[src/rtl/baud_gen_frac_pkg.sv]
// baud_pkg: shared constants and divisor helpers for the fractional baud generator
package baud_pkg;
  localparam int DIV_MIN = 2;
  function automatic longint unsigned default_div(input longint unsigned clk_freq,
                                                  input longint unsigned baud_rate,
                                                  input longint unsigned oversample,
                                                  input int frac_w);
    return (clk_freq << frac_w) / (baud_rate * oversample);
  endfunction
  function automatic int os_width(input int oversample);
    return $clog2(oversample);
  endfunction
endpackage

[src/rtl/baud_gen_frac_prescaler.sv]
// baud_prescaler: fractional-N divider emitting a one-cycle tick per period
module baud_prescaler #(
  parameter int DIV_W  = 16,
  parameter int FRAC_W = 8
) (
  input  logic              clk,
  input  logic              rst,
  input  logic              en,
  input  logic              clr,
  input  logic [DIV_W-1:0]  div_int,
  input  logic [FRAC_W-1:0] div_frac,
  output logic              tick
);
  logic [DIV_W-1:0]  cnt;
  logic [FRAC_W-1:0] acc;
  logic              extra;
  logic [DIV_W:0]    period;
  logic [FRAC_W:0]   sum;
  logic              wrap;
  assign period = {1'b0, div_int} + (DIV_W+1)'(extra);
  assign sum    = {1'b0, acc} + {1'b0, div_frac};
  assign wrap   = {1'b0, cnt} >= period - (DIV_W+1)'(1);
  // Count up to period-1; a carry out of the fraction stretches the next period by one clock
  always_ff @(posedge clk or posedge rst)
    if (rst) begin
      cnt   <= '0;
      acc   <= '0;
      extra <= 1'b0;
      tick  <= 1'b0;
    end else if (clr) begin
      cnt   <= '0;
      acc   <= '0;
      extra <= 1'b0;
      tick  <= 1'b0;
    end else if (!en) begin
      tick  <= 1'b0;
    end else if (wrap) begin
      cnt   <= '0;
      acc   <= sum[FRAC_W-1:0];
      extra <= sum[FRAC_W];
      tick  <= 1'b1;
    end else begin
      cnt   <= cnt + 1'b1;
      tick  <= 1'b0;
    end
endmodule

[src/rtl/baud_gen_frac.sv]
// baud_gen_frac: fractional-N UART baud generator with oversample, TX bit and RX mid-bit ticks
module baud_gen_frac
  import baud_pkg::*;
#(
  parameter int CLK_FREQ   = 100_000_000,
  parameter int BAUD_RATE  = 9600,
  parameter int OVERSAMPLE = 16,
  parameter int DIV_W      = 16,
  parameter int FRAC_W     = 8
) (
  input  logic              clk,
  input  logic              rst,
  input  logic              en,
  input  logic              div_load,
  input  logic [DIV_W-1:0]  div_int_in,
  input  logic [FRAC_W-1:0] div_frac_in,
  input  logic              rx_resync,
  output logic              os_tick,
  output logic              tx_tick,
  output logic              rx_mid_tick,
  output logic [DIV_W-1:0]  div_int_cur,
  output logic [FRAC_W-1:0] div_frac_cur
);
  localparam int                OS_W     = os_width(OVERSAMPLE);
  localparam longint unsigned   DEF_DIV  = default_div(longint'(CLK_FREQ), longint'(BAUD_RATE),
                                                       longint'(OVERSAMPLE), FRAC_W);
  localparam logic [DIV_W-1:0]  DEF_INT  = DIV_W'(DEF_DIV >> FRAC_W);
  localparam logic [FRAC_W-1:0] DEF_FRAC = FRAC_W'(DEF_DIV);
  localparam logic [DIV_W-1:0]  MIN_DIV  = DIV_W'(DIV_MIN);
  localparam logic [OS_W-1:0]   OS_LAST  = OS_W'(OVERSAMPLE - 1);
  localparam logic [OS_W-1:0]   OS_MID   = OS_W'(OVERSAMPLE / 2 - 1);
  logic [OS_W-1:0] os_cnt, rx_cnt;
  logic            rx_os, rx_clr;
  assign rx_clr      = div_load | rx_resync;
  assign tx_tick     = os_tick & (os_cnt == OS_LAST);
  assign rx_mid_tick = rx_os & (rx_cnt == OS_MID);
  // Active divisor; integer part is clamped so the prescaler period never drops below 2
  always_ff @(posedge clk or posedge rst)
    if (rst) begin
      div_int_cur  <= DEF_INT;
      div_frac_cur <= DEF_FRAC;
    end else if (div_load) begin
      div_int_cur  <= div_int_in < MIN_DIV ? MIN_DIV : div_int_in;
      div_frac_cur <= div_frac_in;
    end
  baud_prescaler #(.DIV_W(DIV_W), .FRAC_W(FRAC_W)) u_tx (
    .clk(clk), .rst(rst), .en(en), .clr(div_load),
    .div_int(div_int_cur), .div_frac(div_frac_cur), .tick(os_tick)
  );
  baud_prescaler #(.DIV_W(DIV_W), .FRAC_W(FRAC_W)) u_rx (
    .clk(clk), .rst(rst), .en(en), .clr(rx_clr),
    .div_int(div_int_cur), .div_frac(div_frac_cur), .tick(rx_os)
  );
  // Oversample position within the TX bit
  always_ff @(posedge clk or posedge rst)
    if (rst) os_cnt <= '0;
    else if (div_load) os_cnt <= '0;
    else if (os_tick) os_cnt <= os_cnt == OS_LAST ? '0 : os_cnt + 1'b1;
  // Oversample position within the RX bit, realigned by each start-bit detect
  always_ff @(posedge clk or posedge rst)
    if (rst) rx_cnt <= '0;
    else if (rx_clr) rx_cnt <= '0;
    else if (rx_os) rx_cnt <= rx_cnt == OS_LAST ? '0 : rx_cnt + 1'b1;
endmodule

[config.mk]
export PLATFORM = sky130hd
export DESIGN_NAME = baud_gen_frac
export DESIGN_NICKNAME = d
export VERILOG_FILES = /design/src/rtl/baud_gen_frac_pkg.sv /design/src/rtl/baud_gen_frac_prescaler.sv /design/src/rtl/baud_gen_frac.sv
export SDC_FILE = /design/constraint.sdc
export NUM_CORES = 1
export LEC_CHECK = 0
export BUFFER_PORTS_ARGS = -buffer_cell sky130_fd_sc_hd__buf_2
export CAP_MARGIN = 20
export CORE_ASPECT_RATIO = 0.7
export CORE_MARGIN = 4
export CORE_UTILIZATION = 50
export DETAILED_ROUTE_END_ITERATION = 10
export PLACE_DENSITY = 0.72
export REMOVE_ABC_BUFFERS = 1
export SYNTH_ARGS = -nofsm -noshare
export SYNTH_HDL_FRONTEND = slang
export SYNTH_SLANG_ARGS = --single-unit
[constraint.sdc]
create_clock -name clk -period 4.4 [get_ports clk]
set_input_delay 0 -clock clk [delete_from_list [all_inputs] [get_ports clk]]
set_output_delay 0 -clock clk [all_outputs]
set_load 0.01 [all_outputs]
After elaboration in Yosys (flattened, before gate mapping)

Index checks and enable logic that the tools add are counted.

Register bits after elaboration: 84
Logic and storage cells: 70
Output and inout port bits: 27
Input port bits: 29

$add $sub $neg: 10
Mux-type cells: 31
Order comparisons: 3
Reduce and logical (&&, ||, !) cells: 8
Equal/unequal tests: 3
Bitwise logic cells: 3

Operator list:

| operator                                                               | count |
|---|---|
| 16-bit 2-to-1 mux                                                      | 7 |
| 8-bit 2-to-1 mux                                                       | 6 |
| 16-bit by 1-bit adder with 17-bit output                               | 2 |
| 16-bit by 17-bit greater-or-equal comparator with 1-bit output         | 2 |
| 17-bit by 1-bit subtractor with 17-bit output (second input constant)  | 2 |
| 16-bit by 1-bit adder with 16-bit output (second input constant)       | 2 |
| 4-bit 2-to-1 mux                                                       | 6 |
| 8-bit by 8-bit adder with 9-bit output                                 | 2 |
| 16-bit by 2-bit < comparator with 1-bit output (second input constant) | 1 |
| 1-bit 2-to-1 mux                                                       | 12 |
| 2-bit nonzero test                                                     | 6 |
| 4-bit by 1-bit adder with 4-bit output (second input constant)         | 2 |
| 4-bit == test (second input constant)                                  | 2 |
| 4-bit by 3-bit == test with 1-bit output (second input constant)       | 1 |
| 2-bit AND reduction                                                    | 2 |
| 1-bit bitwise AND                                                      | 2 |
| 1-bit bitwise OR                                                       | 1 |

Longest topological paths before layout

Gate-level depths: netlist (run 1).

Word-level depth: 6
Depth in mapped cells: 15
Mapped depth without buffers: 14

Cells and area by module

Synthesis (run 1) repeated with hierarchy kept, for this count alone.

Cells, all modules: 621
Area total of the unflattened synthesis: 5883.1 um2

By module, submodules not included:

| module                | area each (um2) | sequential area each (um2) | times used | cells each |
|---|---|---|---|---|
| baud_prescaler (u_rx) | 2280.9          | 650.6                      | 1          | 263 |
| baud_prescaler (u_tx) | 2247.2          | 650.6                      | 1          | 253 |
| baud_gen_frac         | 1355.0          | 809.5                      | 1          | 105 |

Least setup slack after synthesis (run 1)

Ideal clock, no wire load.

Path type: reg2reg
From: register div_int_cur[0]
To: register u_rx.acc[7]
Stages on the path, launching flop included: 16
Required time: 4261 ps
Slack: 1240 ps
Setup time: 139 ps
Arrival: 3021 ps
Path buffers: 1
Clock period less this slack: 3160 ps
Cell sequence: dfstp_2 > inv_1 > ha_1 > nand2_1 > nor3_1 > nor3b_1 > nand3_1 > xor2_1 > ha_1 > nand3_1 > nor2_1 > o211ai_1 > o21a_1 > buf_2 > o311ai_0 > o21ai_0

Longest elaborated chain between the ends: 5

Ends and longest elaborated chain:

| item                                                           | RTL line                      | text |
|---|---|---|
| start, declared                                                | baud_gen_frac.sv:21           | `output logic [DIV_W-1:0] div_int_cur,` |
| start signal, assigned                                         | baud_gen_frac.sv:43           | `div_int_cur <= div_int_in < MIN_DIV ? MIN_DIV : div_int_in;` |
| 16-bit by 1-bit adder with 17-bit output                       | baud_gen_frac_prescaler.sv:20 | `assign period = {1'b0, div_int} + (DIV_W+1)'(extra);` |
| 17-bit by 1-bit subtractor with 17-bit output                  | baud_gen_frac_prescaler.sv:22 | `assign wrap = {1'b0, cnt} >= period - (DIV_W+1)'(1);` |
| 16-bit by 17-bit greater-or-equal comparator with 1-bit output | baud_gen_frac_prescaler.sv:22 |  |
| 2-bit nonzero test (no source line)                            | -                             |  |
| 2-bit AND reduction (no source line)                           | -                             |  |
| end signal, assigned                                           | baud_gen_frac_prescaler.sv:39 | `acc <= sum[FRAC_W-1:0];` |
| end, declared                                                  | baud_gen_frac_prescaler.sv:15 | `logic [FRAC_W-1:0] acc;` |

No other way between the ends.
A chain may end at the register's enable or synchronous reset.

Worst setup path in the final report (run 1)

From: register div_int_cur[0]
To: register u_rx.acc[6]

Same word-level chain as after synthesis.

==> impl_metrics.toml, run 1 <==
[clocking]
numCtsBuffers = 9
clkSinkCount = 84
cts_tree = "done"
clkLatencyLatePin_ns = 0.34
cts-root-buf = "clkbuf_16"
ctsLongestPathBuffers = 2
htree_levels = 3
path_clk_slew_ns = 0.07

[yosys]
synthTopCellsByCount = "77 x dfrtp_1, 56 x ha_1, 42 x nand2_1, 37 x nor2_1, 37 x xor2_1"
synthesis.area_mm2 = 0.005803
syn_inst = 600
ys.flop_type = "dfrtp_1"
async_reset_ff_share_pct = 100.0
synth_warnings = 0
yosys.area.top_type = "dfrtp_1"
yosysSeqAreaShare_pct = 36.37
synth_top_area_share_pct = 33.20
avgSynthCellArea_um2 = 9.672
ys_ff_latch = 84
synth.most_common_cell = "dfrtp_1"
synth_edf_count = 0
synth.distinct_cells = 62
synth_area_leaders = "dfrtp_1 33%, ha_1 12%, xor2_1 5.6%"

[route]
avgRoutedWirePerCell_um = 17.07
antenna_violating_nets_post_route = 0
dr_wl_met3_um = 626
drc = 0
viasPerCell = 5.864
met2_length_um = 6528
m1WireLength_um = 6797
vias = 4861
top_layer = "met4"
firstDrtPassIters = 5
wl_um = 14150
drt_iter0_drc = 288

[sta]
fmax_mhz = 251.6
finalWorstPathRequiredPeriod_ns = 3.975
setup_viol = 0
holdWs_ns = 0.09183
worst_slack_ns = 0.4249
final.setup.tns_ns = 0
relSlewSlack_pct = 46.34
worst-slew-pin-transition_ns = 0.7975
rsz0062_at_grt = "false"
hold_viol = 0
fin_skew_ns = 0.008980
maxSlewViolCount = 0
min_period_over_period_pct = 90.34

[global_route]
grt_max_degree = 85
grt-ovfl-total = 0
track_usage_pct = 22.16
grt_antenna_before_repair = 0
grt_first_pass_wirelength_um = 23880
grt_pass1_vias = 4739

[die]
chipHeight_um = 98.14
dieArea_mm2 = 0.01342
boundaryPins = 56
start_util_pct = 51.95
rows = 32
die_x_um = 136.8
core_mm2 = 0.01117

[placed_design]
placed_area_mm2 = 0.006162
io_buffer_count = 55
gp_congestion = 0.8685
dp_hpwl_um = 10060
post-place-ws_ns = 0.4719

[cells_and_area]
fin_nets = 758
area.growth.synth_to_final_pct = 16.34
layout-drive-gt1-share_pct = 18.93
num-fill-cells = 914
diodes = 0
fin_area_mm2 = 0.006751

[pwr]
p_per_area_mw_per_mm2 = 286.1
leakagePower_nw = 2.990
comb_power_share_pct = 14.9
ir_drop_v = 0.0001834
swShare_pct = 27.48
power_switching_uw = 530.8
p_clk_share_pct = 40.9
seq_power_share_pct = 44.3
finalPower_mw = 1.931
p_int_mw = 1.401

[critical_path]
critical_path_required_ns = 4.58
critPathTopFamily = "simple AND/OR/NAND/NOR gates"
cp_num_buf_inv = 1
slowest_stage = "nor2_2"
end_kind = "flop"
cp_max_fo = 15
start_kind = "flop"
max_stage_delay_ns = 0.61
r2r_slack_ns = 0.42
timing_worst_setup_path_type = "reg2reg"
crit_start = "div_int_cur[0]"
critPathArrivalTime_ns = 4.16
r2r_start = "div_int_cur[0]"
path_cells = "inv_1 > ha_1 > nand2_1 > nor3_1 > nor3b_1 > nand3_1 > xor2_1 > ha_1 > nand3_1 > nor2_1 > o211ai_1 > o21a_1 > nor2_2 > o21ai_0"

[min_path]
hold_path_class = "in2reg"
hp-start = "rx_resync"

[job]
drv_cap = 0

[status]
outcome = "completed"
==> what timing repair did <==
item / in CTS / in global routing
gates resized for setup: 0 / 0
hold buffers: 24 / 1
hold endpoints to repair: 24 / 16
setup buffers: 0 / 0
==> flip-flops by register name, indices dropped and copies added (netlist names) <==
| name | flops |
|---|---|
| u_tx.tick | 1 |
| u_rx.extra | 1 |
| u_tx.extra | 1 |
| u_tx.cnt | 16 |
| os_cnt | 4 |
| u_rx.cnt | 16 |
| u_rx.tick | 1 |
| div_frac_cur | 8 |
| div_int_cur | 16 |
| u_tx.acc | 8 |
| u_rx.acc | 8 |
| rx_cnt | 4 |
==> logic make-up after synthesis <==
| logic type | synth area share [%] |
|---|---|
| buffers and inverters | 3.687 |
| multiplexers | 5.132 |
| adder cells (fa/ha/maj) | 12.76 |
| AND/OR/NAND/NOR | 20.33 |
| AO/OA/AOI/OAI | 12.66 |
| flip-flops | 36.37 |
| XOR/XNOR | 9.056 |
==> worst reg2reg max path: cells and delay by family (launching register included) <==
kind            cells  cell delay [ns]
compound gates      3             0.71
simple gates        7             1.95
flops               1             0.37
xor+xnor            1             0.19
buf+inv             1             0.08
fa+ha+maj           2             0.51
==> power groups by stage <==
| stage | clock network, mW | logic [mW] | registers, mW |
|---|---|---|---|
| final | 0.789 | 0.287 | 0.855 |
| after global routing | 0.827 | 0.321 | 0.859 |
| after CTS | 0.800 | 0.283 | 0.854 |
| after detailed placement | 0 | 0.264 | 0.868 |
| after global placement | 0 | 0.254 | 0.867 |
| after floorplan | 0 | 0.158 | 0.863 |
==> layout by cell type, fill, tap and decap left out, drive strengths merged, types with 8 or more instances in the layout <==
master,netlist,routed
nor3,35,35
nor2,39,39
ha,56,56
inv,23,23
buf,11,58
mux2,22,22
nand3,34,34
dfrtp,77,77
clkbuf,12,11
a211oi,8,8
dlygate4sd3,0,25
o21ai,29,29
a21oi,32,32
nand2,43,43
nor4,16,16
xor2,37,37
nand4,23,23
xnor2,23,23
and3,8,8
==> metal layers <==
layer / up-vias / global-route usage (%)
li1: 2348 / -
met1: 2381 / 32.08
met2: 109 / 33.76
met3: 23 / 5.149
met4: 0 / 5.190
met5: - / 0
==> path summary, 6_finish.rpt <==
kind                                  end  cells past startpoint
max reg2reg                   u_rx.acc[6]                     14
min reg2reg                div_int_cur[0]                      2
min                             u_rx.tick                      4
min in group asynchronous    u_tx.cnt[15]                      4
max                           u_rx.acc[6]                     14
max in group asynchronous  div_int_cur[1]                      5
==> per-stage QoR <==
stage / instances / utilization, %
floorplan: 577 / -
global placement: 787 / 55.16
detailed placement: 787 / 55.16
CTS: 827 / 60.10
global route: 829 / 60.44
finish: 829 / 60.44
==> area by class of cell <==
cell class,instances,area (um2),share of cell area (%)
flip-flops and latches,84,2111,31.26
inverters,24,91.34,1.353
well taps,153,191.4,2.835
clock buffers,11,252.7,3.744
clock inverters,5,58.81,0.8710
repair buffers,83,568.0,8.414
multi-input cells,469,3478,51.52
(Power assumes the default switching activity.)
==> inputs of run 2 (changes only) <==
- CTS_CLUSTER_DIAMETER: default -> 40
- clock period: 4.4 -> 4.8 ns (I/O delays scaled with it)
==> run 2 against run 1 <==
Against the previous run:
- fmax down 0.74%
- power is 9.9% lower
- via count up 1.5%
- critical path depth is the same
- utilization decreased by 0.20 points
- clock skew up 0.0030 ns
- flip-flop and latch count is the same
- first-iteration DRC count shrank 9.7%
- worst hold slack got worse by 0.0025 ns
- critical endpoint unchanged
- combinational power decreased by 7.0%
- cell area shrank 0.33%
- highest routed layer unchanged
==> impl_metrics.toml, run 2 (synthesis results as in run 1) <==
[route]
drt_iter0_drc = 260
wl_um = 14360
drc = 0
avgRoutedWirePerCell_um = 17.32
antenna_violating_nets_post_route = 0
firstDrtPassIters = 6
vias = 4936
viasPerCell = 5.954

[pwr]
seq_power_share_pct = 45.1
leakagePower_nw = 2.983
comb_power_share_pct = 15.3
power_switching_uw = 470.8
p_clk_share_pct = 39.6
ir_drop_v = 0.0001987
swShare_pct = 27.05
p_per_area_mw_per_mm2 = 258.6
p_int_mw = 1.269

[critical_path]
timing_worst_setup_path_type = "reg2reg"
r2r_start = "div_int_cur[0]"
r2r_cells = 14
end_kind = "flop"
critPathArrivalTime_ns = 4.19
critical_path_required_ns = 4.98
path_cells = "inv_1 > ha_1 > nand2_1 > nor3_1 > nor3b_1 > nand3_1 > xor2_1 > ha_1 > nand3_1 > nor2_1 > o211ai_1 > o21a_1 > nor2_2 > o21ai_0"
reg2reg_to = "u_rx.acc[6]"
start_kind = "flop"
slowest_stage = "nor2_2"
cp_max_fo = 15
max_stage_delay_ns = 0.64
r2r_slack_ns = 0.80

[min_path]
holdPathEnd = "u_rx.extra"
hp-start = "rx_resync"
hold_path_class = "in2reg"
holdPathStages = 4

[sta]
maxSlewViolCount = 0
setup_viol = 0
fin_skew_ns = 0.01203
min_period_over_period_pct = 83.43
relSlewSlack_pct = 43.03
fmax_mhz = 249.7
final.setup.tns_ns = 0
rsz0062_at_grt = "false"
worst-slew-pin-transition_ns = 0.8467
hold_viol = 0
finalWorstPathRequiredPeriod_ns = 4.005

[cells_and_area]
fin_nets = 758
num-fill-cells = 929
final_common_cell = "dfrtp_1"
post_layout_nonfiller_instances = 829
area.growth.synth_to_final_pct = 15.96
diodes = 0
layout-drive-gt1-share_pct = 18.34
reg.largest.list = "div_int_cur x16, u_rx.cnt x16, u_tx.cnt x16"
final_cell_mix = "77 x dfrtp_1, 56 x ha_1, 55 x buf_2, 42 x nand2_1"

[global_route]
grt_antenna_before_repair = 0
grt_pass1_vias = 4967
grt_max_degree = 85
grt-ovfl-total = 0
track_usage_pct = 22.46
grt.busiest_layer = "met2"
grt_first_pass_wirelength_um = 24360
use_met2_pct = 34.94
use_met1_pct = 31.52
met3_usage_pct = 4.737

[placed_design]
gp_congestion = 0.8596
placed_cells_incl_taps = 787
io_buffer_count = 55
dp_hpwl_um = 10190

[clocking]
cts_tree = "done"
ctsLongestPathBuffers = 2
htree_levels = 3
numCtsBuffers = 9
clkLatencyLatePin_ns = 0.34
path_clk_slew_ns = 0.07
post_cts_resized = 0
cts-root-buf = "clkbuf_16"
clkSinkCount = 84

[die]
boundaryPins = 56
core_mm2 = 0.01117
start_util_pct = 51.95
dieArea_mm2 = 0.01342
die_x_um = 136.8
chipHeight_um = 98.14
rows = 32

[job]
drv_cap = 0

[status]
outcome = "completed"
-- run 2: changes by cell type in the layout (fill, tap and decap cells not counted) --
| cell | previous run | this run |
|---|---|---|
| clkbuf_1 | 0 | 4 |
| clkbuf_8 | 2 | 1 |
| clkinvlp_4 | 2 | 0 |
| inv_6 | 1 | 0 |
-- run 2: repair_timing --
item                                   CTS  global route
hold buffers                            24             1
endpoints found under the hold margin   24            23
buffers inserted                         0             0
-- run 2: worst max-delay path by stage --
stage	to	slack, ns	start	cells after the start
floorplan	u_rx.extra	1.52	div_int_cur[0]	14
global placement	u_rx.cnt[6]	1.12	div_int_cur[0]	12
CTS	u_rx.acc[6]	0.88	div_int_cur[0]	14
global route	u_rx.acc[6]	0.47	div_int_cur[0]	14
detailed placement	u_rx.acc[6]	0.88	div_int_cur[0]	14
finish	u_rx.acc[6]	0.80	div_int_cur[0]	14
-- run 2: layout make-up --
type                       instances  area, um2  share of cell area [%]
timing repair buffer              83      568.0                   8.442
sequential                        84       2111                   31.37
multi-input combinational        469       3478                   51.69
clock buffer                      14      254.0                   3.775
inverter                          24      91.34                   1.357
tap                              153      191.4                   2.845
clock inverter                     2      35.03                  0.5206
-- run 2: power by group through the flow --
stage	clock network (mW)	registers, mW	logic [mW]
final	0.688	0.785	0.267
after global routing	0.739	0.787	0.295
after CTS	0.699	0.783	0.261
after detailed placement	0	0.795	0.243
after global placement	0	0.794	0.233
after floorplan	0	0.791	0.145
-- run 2: worst max-delay path: cells and delay by family, from the launching register on --
family / cells / cell delay, ns
buffers and inverters: 1 / 0.09
and+or+nand+nor: 7 / 2.02
DFF: 1 / 0.37
AOI/OAI and AO/OA: 3 / 0.65
adders and majority gates: 2 / 0.52
xor gates and xnor gates: 1 / 0.19
-- run 2: metrics by stage --
| stage | setup slack [ns] | total power [mW] | utilization (%) | hold WS [ns] | cell area, um2 |
|---|---|---|---|---|---|
| floorplan | 1.520 | 0.9359 | - | 0.06100 | 5679 |
| detailed placement | 0.8843 | 1.039 | 55.16 | 0.2350 | 6162 |
| global placement | 1.117 | 1.027 | 55.16 | 0.2318 | 6162 |
| CTS | 0.8842 | 1.743 | 59.90 | 0.04789 | 6691 |
| finish | 0.7953 | 1.740 | 60.24 | 0.08934 | 6729 |
| global route | 0.4700 | 1.821 | 60.24 | 0.1067 | 6729 |
-- run 2: routing by layer --
metal  vias to the layer above  wire length, um
met4                         0              286
li1                       2352                -
met2                       157             6538
met1                      2397             6730
met3                        30              803
met5                         -                0
